<file path="config.mk">
export PLATFORM = sky130hd
export DESIGN_NAME = hilo_unit
export DESIGN_NICKNAME = d
export VERILOG_FILES = /design/src/rtl/hilo_pkg.sv /design/src/rtl/hilo_pipe.sv /design/src/rtl/hilo_unit.sv
export SDC_FILE = /design/constraint.sdc
export NUM_CORES = 1
export LEC_CHECK = 0
export ABC_AREA = 1
export CAP_MARGIN = 20
export CELL_PAD_IN_SITES_DETAIL_PLACEMENT = 1
export CELL_PAD_IN_SITES_GLOBAL_PLACEMENT = 2
export CORE_MARGIN = 4
export CORE_UTILIZATION = 32
export DETAILED_ROUTE_END_ITERATION = 10
export MAX_ROUTING_LAYER = met4
export PLACE_DENSITY_LB_ADDON = 0.1
export SYNTH_ARGS = -nofsm -noshare
export SYNTH_HDL_FRONTEND = slang
export SYNTH_SLANG_ARGS = --single-unit
</file>
<file path="constraint.sdc">
create_clock -name clk -period 1.84 [get_ports clk]
set_input_delay 0.276 -clock clk [delete_from_list [all_inputs] [get_ports clk]]
set_output_delay 0.276 -clock clk [all_outputs]
set_load 0.02 [all_outputs]
</file>
<file path="src/rtl/hilo_pkg.sv">
// Shared types and defaults for the HI/LO register unit.
// The optional HILO_FWD_EN build macro is consumed by hilo_unit.
package hilo_pkg;

    localparam int HILO_DATA_W  = 16;
    localparam int HILO_MUL_LAT = 2;

    typedef struct packed {
        logic                   valid;
        logic                   hi_we;
        logic                   lo_we;
        logic [HILO_DATA_W-1:0] hi;
        logic [HILO_DATA_W-1:0] lo;
    } hilo_entry_t;

    // A move-to on a half makes every older product for that half dead.
    function automatic hilo_entry_t clear_we(hilo_entry_t e, logic clr_hi, logic clr_lo);
        hilo_entry_t r;
        r       = e;
        r.hi_we = e.hi_we & ~clr_hi;
        r.lo_we = e.lo_we & ~clr_lo;
        return r;
    endfunction

endpackage

</file>
<file path="src/rtl/hilo_pipe.sv">
// MUL_LAT-deep delay line of in-flight products; the last stage is presented
// as the entry retiring on the next edge.
module hilo_pipe
    import hilo_pkg::*;
#(
    parameter int MUL_LAT = HILO_MUL_LAT
) (
    input  logic                   clk,
    input  logic                   rst_n,
    input  logic                   load,
    input  logic [HILO_DATA_W-1:0] load_hi,
    input  logic [HILO_DATA_W-1:0] load_lo,
    input  logic                   clr_hi,
    input  logic                   clr_lo,
    output hilo_entry_t            retire,
    output logic                   busy,
    output logic                   busy_young
);

    hilo_entry_t stage_q [MUL_LAT];

    always_ff @(posedge clk or negedge rst_n) begin
        if (!rst_n) begin
            for (int i = 0; i < MUL_LAT; i++) begin
                stage_q[i] <= '0;
            end
        end else begin
            // A new product is younger than a same-cycle move, so it keeps both enables.
            stage_q[0] <= '{valid: load, hi_we: load, lo_we: load, hi: load_hi, lo: load_lo};
            for (int i = 1; i < MUL_LAT; i++) begin
                stage_q[i] <= clear_we(stage_q[i-1], clr_hi, clr_lo);
            end
        end
    end

    always_comb begin
        busy_young = 1'b0;
        for (int i = 0; i < MUL_LAT - 1; i++) begin
            busy_young = busy_young | stage_q[i].valid;
        end
        busy = busy_young | stage_q[MUL_LAT-1].valid;
    end

    assign retire = stage_q[MUL_LAT-1];

endmodule

</file>
<file path="src/rtl/hilo_unit.sv">
// Execute-stage HI/LO register unit: retires multiplier products, services
// MTHI/MTLO and MFHI/MFLO, and stalls reads behind in-flight products (HILO_FWD_EN adds bypass).
module hilo_unit
    import hilo_pkg::*;
#(
    parameter int DATA_W  = HILO_DATA_W,
    parameter int MUL_LAT = HILO_MUL_LAT
) (
    input  logic              clk,
    input  logic              rst_n,
    input  logic              mul_valid,
    input  logic [DATA_W-1:0] mul_hi,
    input  logic [DATA_W-1:0] mul_lo,
    input  logic              mthi_en,
    input  logic              mtlo_en,
    input  logic [DATA_W-1:0] mt_data,
    input  logic              mfhi_req,
    input  logic              mflo_req,
    output logic [DATA_W-1:0] rd_data,
    output logic              rd_valid,
    output logic              stall,
    output logic [DATA_W-1:0] hi,
    output logic [DATA_W-1:0] lo,
    output logic              busy
);

    hilo_entry_t       ret;
    logic              busy_young;
    logic              rd_req;
    logic              hazard;
    logic              accept;
    logic [DATA_W-1:0] hi_src;
    logic [DATA_W-1:0] lo_src;

    hilo_pipe #(.MUL_LAT(MUL_LAT)) u_pipe (
        .clk        (clk),
        .rst_n      (rst_n),
        .load       (mul_valid),
        .load_hi    (mul_hi),
        .load_lo    (mul_lo),
        .clr_hi     (mthi_en),
        .clr_lo     (mtlo_en),
        .retire     (ret),
        .busy       (busy),
        .busy_young (busy_young)
    );

    assign rd_req = mfhi_req | mflo_req;

`ifdef HILO_FWD_EN
    // Only the retiring entry may be in flight; its value (or a same-cycle move) is bypassed.
    assign hazard = busy_young;
    assign hi_src = mthi_en ? mt_data : ((ret.valid && ret.hi_we) ? ret.hi : hi);
    assign lo_src = mtlo_en ? mt_data : ((ret.valid && ret.lo_we) ? ret.lo : lo);
`else
    assign hazard = busy_young | ret.valid;
    assign hi_src = hi;
    assign lo_src = lo;
`endif

    assign stall  = rd_req & hazard;
    assign accept = rd_req & ~hazard;

    // Moves win over a product retiring on the same edge.
    always_ff @(posedge clk or negedge rst_n) begin
        if (!rst_n) begin
            hi <= '0;
            lo <= '0;
        end else begin
            if (mthi_en) begin
                hi <= mt_data;
            end else if (ret.valid && ret.hi_we) begin
                hi <= ret.hi;
            end
            if (mtlo_en) begin
                lo <= mt_data;
            end else if (ret.valid && ret.lo_we) begin
                lo <= ret.lo;
            end
        end
    end

    // A dual request returns HI; the LO request is dropped.
    always_ff @(posedge clk or negedge rst_n) begin
        if (!rst_n) begin
            rd_data  <= '0;
            rd_valid <= 1'b0;
        end else begin
            rd_valid <= accept;
            if (accept) begin
                rd_data <= mfhi_req ? hi_src : lo_src;
            end
        end
    end

endmodule

</file>
* Yosys cells after proc, flatten, opt, wreduce, memory -nomap -nowiden
Index checks and enable logic that the tools add are counted.
** Word-level totals
- Bits in registers :: 117
- Output and inout bits :: 51
- Word-level logic and storage cells :: 30
** Cells by class
- Muxes and demuxes :: 5
- Bitwise gates (word level) :: 9
- Reduce and logical (&&, ||, !) cells :: 4
** Operator list (number)
- two-way mux 16 bit :: 5
- AND 1 bit :: 4
- nonzero test 2 bit :: 2
- NOT 1 bit :: 3
- logical AND 1 bit :: 2
- bitwise OR 1 bit :: 2

* Depth between registers and ports, before layout
Gate-level depths: netlist of run 1.
- Depth after elaboration :: 3
- Mapped depth :: 7
- Gate-level depth less buffers :: 5

* Hierarchy
Synthesis of run 1 repeated with hierarchy kept, for this count alone.
** Unflattened totals
- Cells, all modules :: 481
- Area, all modules :: 4604.4 µm²
** Modules (own cells, without submodules)
- hilo_unit :: times used 1, cells an instance 373, area each 2616.3 µm²
- hilo_pipe :: times used 1, cells an instance 108, area each 1988.2 µm²

* Worst setup path after synthesis of run 1
No wires, ideal clock.
- Path type :: register -> register
- From :: register u_pipe.stage_q, in the netlist u_pipe.retire[34]
- To :: register rd_data[10]
- Arrival time :: 1065 ps
- Data required time :: 1775 ps
- Slack :: 710 ps
- Stages on the path, launching flop included :: 7
- Path buffers :: 1
- Cells stage by stage :: dfrtp_1 inv_1 nand2_1 nor2_4 buf_6 nand2_1 nand2_1
** On the way
- Word-level cells in the longest chain between the ends :: 3
** Ends and longest elaborated chain
- start: declaration :: RTL line hilo_pipe.sv:20 : hilo_entry_t stage_q [MUL_LAT];
- start signal: indexed assignment :: RTL line hilo_pipe.sv:31 : stage_q[i] <= clear_we(stage_q[i-1], clr_hi, clr_lo);
- bitwise OR 1 bit
- net busy :: RTL line hilo_unit.sv:24 : output logic busy
- NOT 1 bit :: RTL line hilo_unit.sv:62 : assign accept = rd_req & ~hazard;
- AND 1 bit :: RTL line hilo_unit.sv:62
- net accept :: RTL line hilo_unit.sv:31 : logic accept;
- end signal: assignment :: RTL line hilo_unit.sv:91 : rd_data <= mfhi_req ? hi_src : lo_src;
- end: declaration :: RTL line hilo_unit.sv:19 : output logic [DATA_W-1:0] rd_data,
The timed path passes the listed nets, and every way through them passes these cells.
A chain may end at the register's enable or synchronous reset.

* Final worst setup path of run 1
- From :: register hi[6]
- To :: output port hi[6]
** RTL lines
- start: declaration :: RTL line hilo_unit.sv:22 : output logic [DATA_W-1:0] hi,
- start signal: assignment :: RTL line hilo_unit.sv:71 : hi <= mt_data;
- start signal: assignment :: RTL line hilo_unit.sv:73 : hi <= ret.hi;
No word-level cell between the ends.

==> results of run 1 <==
[routing by layer]
| metal | vias up | wire length [um] | part of all wire [%] | GRT usage (%) |
|---|---|---|---|---|
| li1 | 1593 | - | - | - |
| met1 | 1495 | 5180 | 46 | 21.4 |
| met2 | 91 | 5120 | 46 | 24.8 |
| met3 | 14 | 762 | 6.8 | 6.36 |
| met4 | 0 | 151 | 1.3 | 6.23 |
| met5 | - | 0 | 0 | - |
[kinds of logic after synthesis]
family / Yosys count / synth area share, %
buffers and inverters: 25 / 3.60
DFF: 117 / 68.5
and+or+nand+nor: 301 / 27.9
[through the flow]
stage / setup WS (ns) / util, % / hold WS, ns / setup TNS [ns] / instance area (um^2)
5_1_grt: 0.0327 / 48.0 / 0.277 / 0 / 6160
6_report: 0.0948 / 48.0 / 0.302 / 0 / 6160
3_3_place_gp: -0.00661 / 42.9 / 0.294 / -0.0141 / 5500
3_5_place_dp: -0.0643 / 42.9 / 0.300 / -0.404 / 5500
4_1_cts: 0.0678 / 48.0 / 0.280 / 0 / 6160
2_1_floorplan: 0.710 / - / -0.0196 / 0 / 4270
[final cells by class]
class                   instances  area, um^2
clock buffers                  22         474
clock inverters                10         175
fillers                      1431        6670
inverters                       6        25.0
multi-input cells             301        1190
flip-flops and latches        117        2930
well taps                     172         215
repair buffers                115        1150
[flip-flops by register name, indices dropped and copies added (netlist names)]
signal             count
rd_valid               1
u_pipe.stage_q        32
lo                    16
hi                    16
u_pipe.retire         35
u_pipe.busy_young      1
rd_data               16
[power by group]
part | switching (mW) | internal, mW | total (mW) | leakage (nW)
Clock | 1.09 | 2.49 | 3.59 | 0.324
Sequential | 0.146 | 2.80 | 2.94 | 1.41
Combinational | 0.550 | 0.477 | 1.03 | 1.34
[Yosys cell counts]
library cell	instances
buf_2	10
inv_1	3
inv_4	1
nand3_1	32
nand2_1	258
nand2_2	5
inv_2	2
dfrtp_1	117
buf_6	3
nor2_1	4
nor2_2	1
buf_4	6
nor2_4	1
[worst paths after layout]
path | to | slack, ns | depth (start not counted)
worst max-delay path | hi[6] | 0.09 | 1
worst min-delay path | u_pipe.stage_q[55] | 0.30 | 1
worst max register to register | lo[13] | 0.46 | 4
worst min register to register | u_pipe.retire[30] | 0.34 | 0
max in group asynchronous | rd_data[14] | 0.85 | 3
min in group asynchronous | rd_data[3] | 0.38 | 2
[what timing repair did]
item | 4_1_cts | 5_1_grt
setup endpoints to repair | 2 | 0
resized for setup | 2 | 0
endpoints found under the hold margin | 37 | 0
hold buffers | 1 | 0
==> impl_metrics.yaml, run 1 <==
status:
  status: "finished, final reports clean"
critical_path:
  arrival_ns: 1.47
  cp_max_fo: 3
  slowest_stage: "clkdlybuf4s50_1"
  end_kind: "output port"
  r2r-start: "u_pipe.retire[34]"
  crit_path_start_kind: "flip-flop"
  path_delay_family: "buffers and inverters"
  cp_slowest_stage_delay_ns: 0.64
  worst_ep_required_time_ns: 1.56
  crit_type: "reg -> out"
  critPathBufInv: 1
  crit_chain: "clkdlybuf4s50_1"
  cp-startpoint: "hi[6]"
cells_and_area:
  drive_above_1_share_pct: 8.76
  nets: 613
  final_common_cell: "nand2_1"
  syn_to_final_growth_pct: 44.1
  n_antenna_cell: 0
  final_cells: 743
  layout_common_cells: "258 x nand2_1, 117 x dfrtp_1, 102 x clkdlybuf4s50_1"
timing:
  tightestPinTransition_ns: 0.566
  setup_viol_count_final: 0
  hold_viol_final: 0
  maxSlewViolCount: 0
  period_needed_ns: 1.75
  skew_ns: 0.00512
  maxSlewHeadroom_pct: 62.2
  fin_crit_sh_pct: 94.8
  rsz0062_at_grt: "false"
  fmax_mhz: 573
synthesis:
  ys_seq_area_share_pct: 68.5
  post_synth_instance_area_mm2: 0.00427
  postSynthCellCount: 443
  synth-seq-cells: 117
  yosysWarnings: 0
  synth.area.top_cells: "dfrtp_1 69%, nand2_1 23%, nand3_1 3.7%, buf_2 1.2%, buf_4 1.1%"
  syn_avg_cell_area_um2: 9.65
  synth_top_area_share_pct: 68.5
  synthesis.nets: 498
  ys_types: 13
  yosys.area.top_type: "dfrtp_1"
global_routing:
  grt_pass1_vias: 3546
  grt_use_total_pct: 16.9
  grt_remaining_overflow: 0
  antenna_found_initial: 0
  grt_max_degree: 42
  grt_pass1_wl_um: 18900
floorplanning:
  fp.dieH_um: 124
  ios: 106
  die_width_um: 124
  start_util_pct: 33.3
  die_area_mm2: 0.0153
  rows: 41
  core_mm2: 0.0128
clock_tree:
  cts_buffer_depth: 2
  cts_setup_buffers: 0
  numCtsBuffers: 17
  root_buffer: "clkbuf_16"
  cts_sinks: 117
  htreeDepth: 4
  cts_tree: "done"
  clk_latency_ns: 0.41
  clk_pin_slew_worst_paths_ns: 0.05
min_path:
  hp-start: "mul_hi[4]"
  min_path_type: "in -> reg"
route:
  finalWirelength_um: 11200
  vias_per_cell: 4.30
  drtPass1Iterations: 4
  wire_per_inst_um: 15.1
  antenna_left: 0
  drc: 0
  num_vias: 3193
  drt_iter0_markers: 103
place:
  routabilityCongestion: 0.780
  dp_cells: 710
  post-dp-hpwl_um: 8180
  io_buffers: 105
power:
  report.power.total_mw: 7.56
  cellPowerDensity_mw_per_mm2: 1230
  p_leak_nw: 3.08
  ir_drop_mv: 0.707
flow_run:
  drv_cap: 0
Power figures use the tool's default switching activity.
==> run 2, diff against run 1 <==
--- a/config.mk
+++ b/config.mk
@@ -11,6 +11,7 @@
 export CELL_PAD_IN_SITES_GLOBAL_PLACEMENT = 2
 export CORE_MARGIN = 4
 export CORE_UTILIZATION = 32
+export CTS_BUF_LIST = sky130_fd_sc_hd__clkbuf_8 sky130_fd_sc_hd__clkbuf_16
 export DETAILED_ROUTE_END_ITERATION = 10
 export MAX_ROUTING_LAYER = met4
 export PLACE_DENSITY_LB_ADDON = 0.1
==> constraint.sdc (replaced) <==
create_clock -name clk -period 1.84 [get_ports clk]
set_input_delay 0.46 -clock clk [delete_from_list [all_inputs] [get_ports clk]]
set_output_delay 0.46 -clock clk [all_outputs]
set_load 0.02 [all_outputs]
==> impl_metrics.yaml, run 2 (same netlist as run 1, synthesis figures left out) <==
route:
  drtPass1Iterations: 4
  drt_iter0_markers: 108
  drc: 0
  wire_per_inst_um: 14.4
  num_vias: 3141
  antenna_left: 0
  vias_per_cell: 4.22
  finalWirelength_um: 10800
timing:
  fin_crit_sh_pct: 96.4
  final.setup.worst_slack_ns: 0.0670
  fmax_mhz: 564
  skew_ns: 0.00742
  period_needed_ns: 1.77
  setup_viol_count_final: 0
  hold_viol_final: 0
  maxSlewHeadroom_pct: 70.8
  maxSlewViolCount: 0
  tightestPinTransition_ns: 0.438
  rsz0062_at_grt: "false"
clock_tree:
  root_buffer: "clkbuf_16"
  numCtsBuffers: 17
  cts_buffer_depth: 2
  cts_tree: "done"
  clk_pin_slew_worst_paths_ns: 0.05
  cts_setup_buffers: 0
  clk_latency_ns: 0.41
  cts_sinks: 117
  htreeDepth: 4
critical_path:
  crit_type: "reg -> out"
  worst_ep_required_time_ns: 1.38
  r2r-start: "u_pipe.retire[34]"
  worstRegToRegCells: 4
  crit_chain: "clkdlybuf4s50_1"
  slowest_stage: "clkdlybuf4s50_1"
  arrival_ns: 1.31
  cp-startpoint: "rd_valid"
  r2r_setup_slack_ns: 0.53
  cp_slowest_stage_delay_ns: 0.59
  path_delay_family: "buffers and inverters"
  cp_max_fo: 1
  worstReg2RegEnd: "lo[12]"
  crit_path_start_kind: "flip-flop"
  end_kind: "output port"
  cp-endpoint: "rd_valid"
  critPathBufInv: 1
  path_depth: 1
place:
  dp_cells: 712
  io_buffers: 105
  pre_cts_slack_ns: -0.348
  post-dp-hpwl_um: 8130
  post_dp_cell_area_mm2: 0.00553
  routabilityCongestion: 0.726
min_path:
  min_path_type: "reg -> reg"
cells_and_area:
  final_cells: 745
  nets: 615
  final_common_cell: "nand2_1"
  largest_reg_flops: 35
  utilization_pct: 47.5
  final_area_mm2: 0.00609
  drive_above_1_share_pct: 10.1
  n_antenna_cell: 0
  layout_common_cells: "258 x nand2_1, 116 x dfrtp_1, 54 x clkdlybuf4s50_1"
  syn_to_final_growth_pct: 42.6
power:
  p_leak_nw: 3.24
  ir_drop_mv: 0.887
  cellPowerDensity_mw_per_mm2: 1170
  report.power.total_mw: 7.15
floorplanning:
  ios: 106
  start_util_pct: 33.3
  core_mm2: 0.0128
  fp.dieH_um: 124
  die_area_mm2: 0.0153
  rows: 41
  die_width_um: 124
global_routing:
  grt_pass1_vias: 3372
  antenna_found_initial: 0
  grt_pass1_wl_um: 17900
  grt_remaining_overflow: 0
  grt_max_degree: 32
  grt_use_total_pct: 16.0
flow_run:
  drv_cap: 0
status:
  status: "finished, final reports clean"
==> run 2: changes by cell type in the layout (fill, tap and decap cells not counted), sizes merged <==
cell           previous run  this run
dlygate4sd2               2        43
buf                      10        13
bufinv                    5         3
inv                       6         7
clkdlybuf4s15             0         1
clkinvlp                  0         1
clkbuf                   22        18
clkinv                    5         9
dlymetal6s2s              0         5
clkdlybuf4s50           102        54
==> run 2: worst register-to-register path, delay by kind of cell, from the launching register on <==
family,cells,cell delay (ns)
simple gates,4,0.75
flops,1,0.44
==> run 2: per-layer routing <==
| layer | vias up | global-route usage, % | share of wire, % |
|---|---|---|---|
| met5 | - | - | 0 |
| met4 | 0 | 6.23 | 1.7 |
| met3 | 15 | 5.18 | 6.0 |
| met2 | 79 | 22.9 | 44 |
| met1 | 1444 | 21.2 | 49 |
| li1 | 1603 | - | - |
==> run 2: power breakdown <==
group	switching, mW	internal [mW]
sequential	0.134	2.80
combinational	0.551	0.390
clock	1.13	2.15
total	1.81	5.34
==> run 2: stage by stage <==
stage | setup TNS (ns) | hold slack (ns)
2_1_floorplan | 0 | 0.164
3_3_place_gp | -0.319 | 0.334
3_5_place_dp | -0.833 | 0.336
4_1_cts | 0 | 0.348
5_1_grt | 0 | 0.358
6_report | 0 | 0.347
==> run 2: timing repair <==
item                                   4_1_cts  5_1_grt
setup endpoints to repair                   45        6
pin swaps                                    0        0
hold buffers                                 1        0
cloned                                       0        0
endpoints found under the hold margin       15        0
resized for setup                           50        7
==> run 2: worst min path at each step <==
stage                  startpoint                end  slack (ns)  cells past startpoint
5_1_grt        u_pipe.stage_q[62]  u_pipe.retire[27]        0.36                      0
6_report       u_pipe.stage_q[38]   u_pipe.retire[3]        0.35                      0
2_1_floorplan               rst_n              hi[0]        0.16                      0
4_1_cts        u_pipe.stage_q[43]   u_pipe.retire[8]        0.35                      0
3_5_place_dp   u_pipe.stage_q[53]  u_pipe.retire[18]        0.34                      0
3_3_place_gp   u_pipe.stage_q[61]  u_pipe.retire[26]        0.33                      0
==> run 2: area by class of cell <==
cell class                      count  area (um^2)
Inverter                            6         25.0
Multi-Input combinational cell    301         1190
Sequential cell                   117         2930
Clock inverter                     14          159
Timing Repair Buffer              117         1130
Tap cell                          172          215
Fill cell                        1477         6730
Clock buffer                       18          439
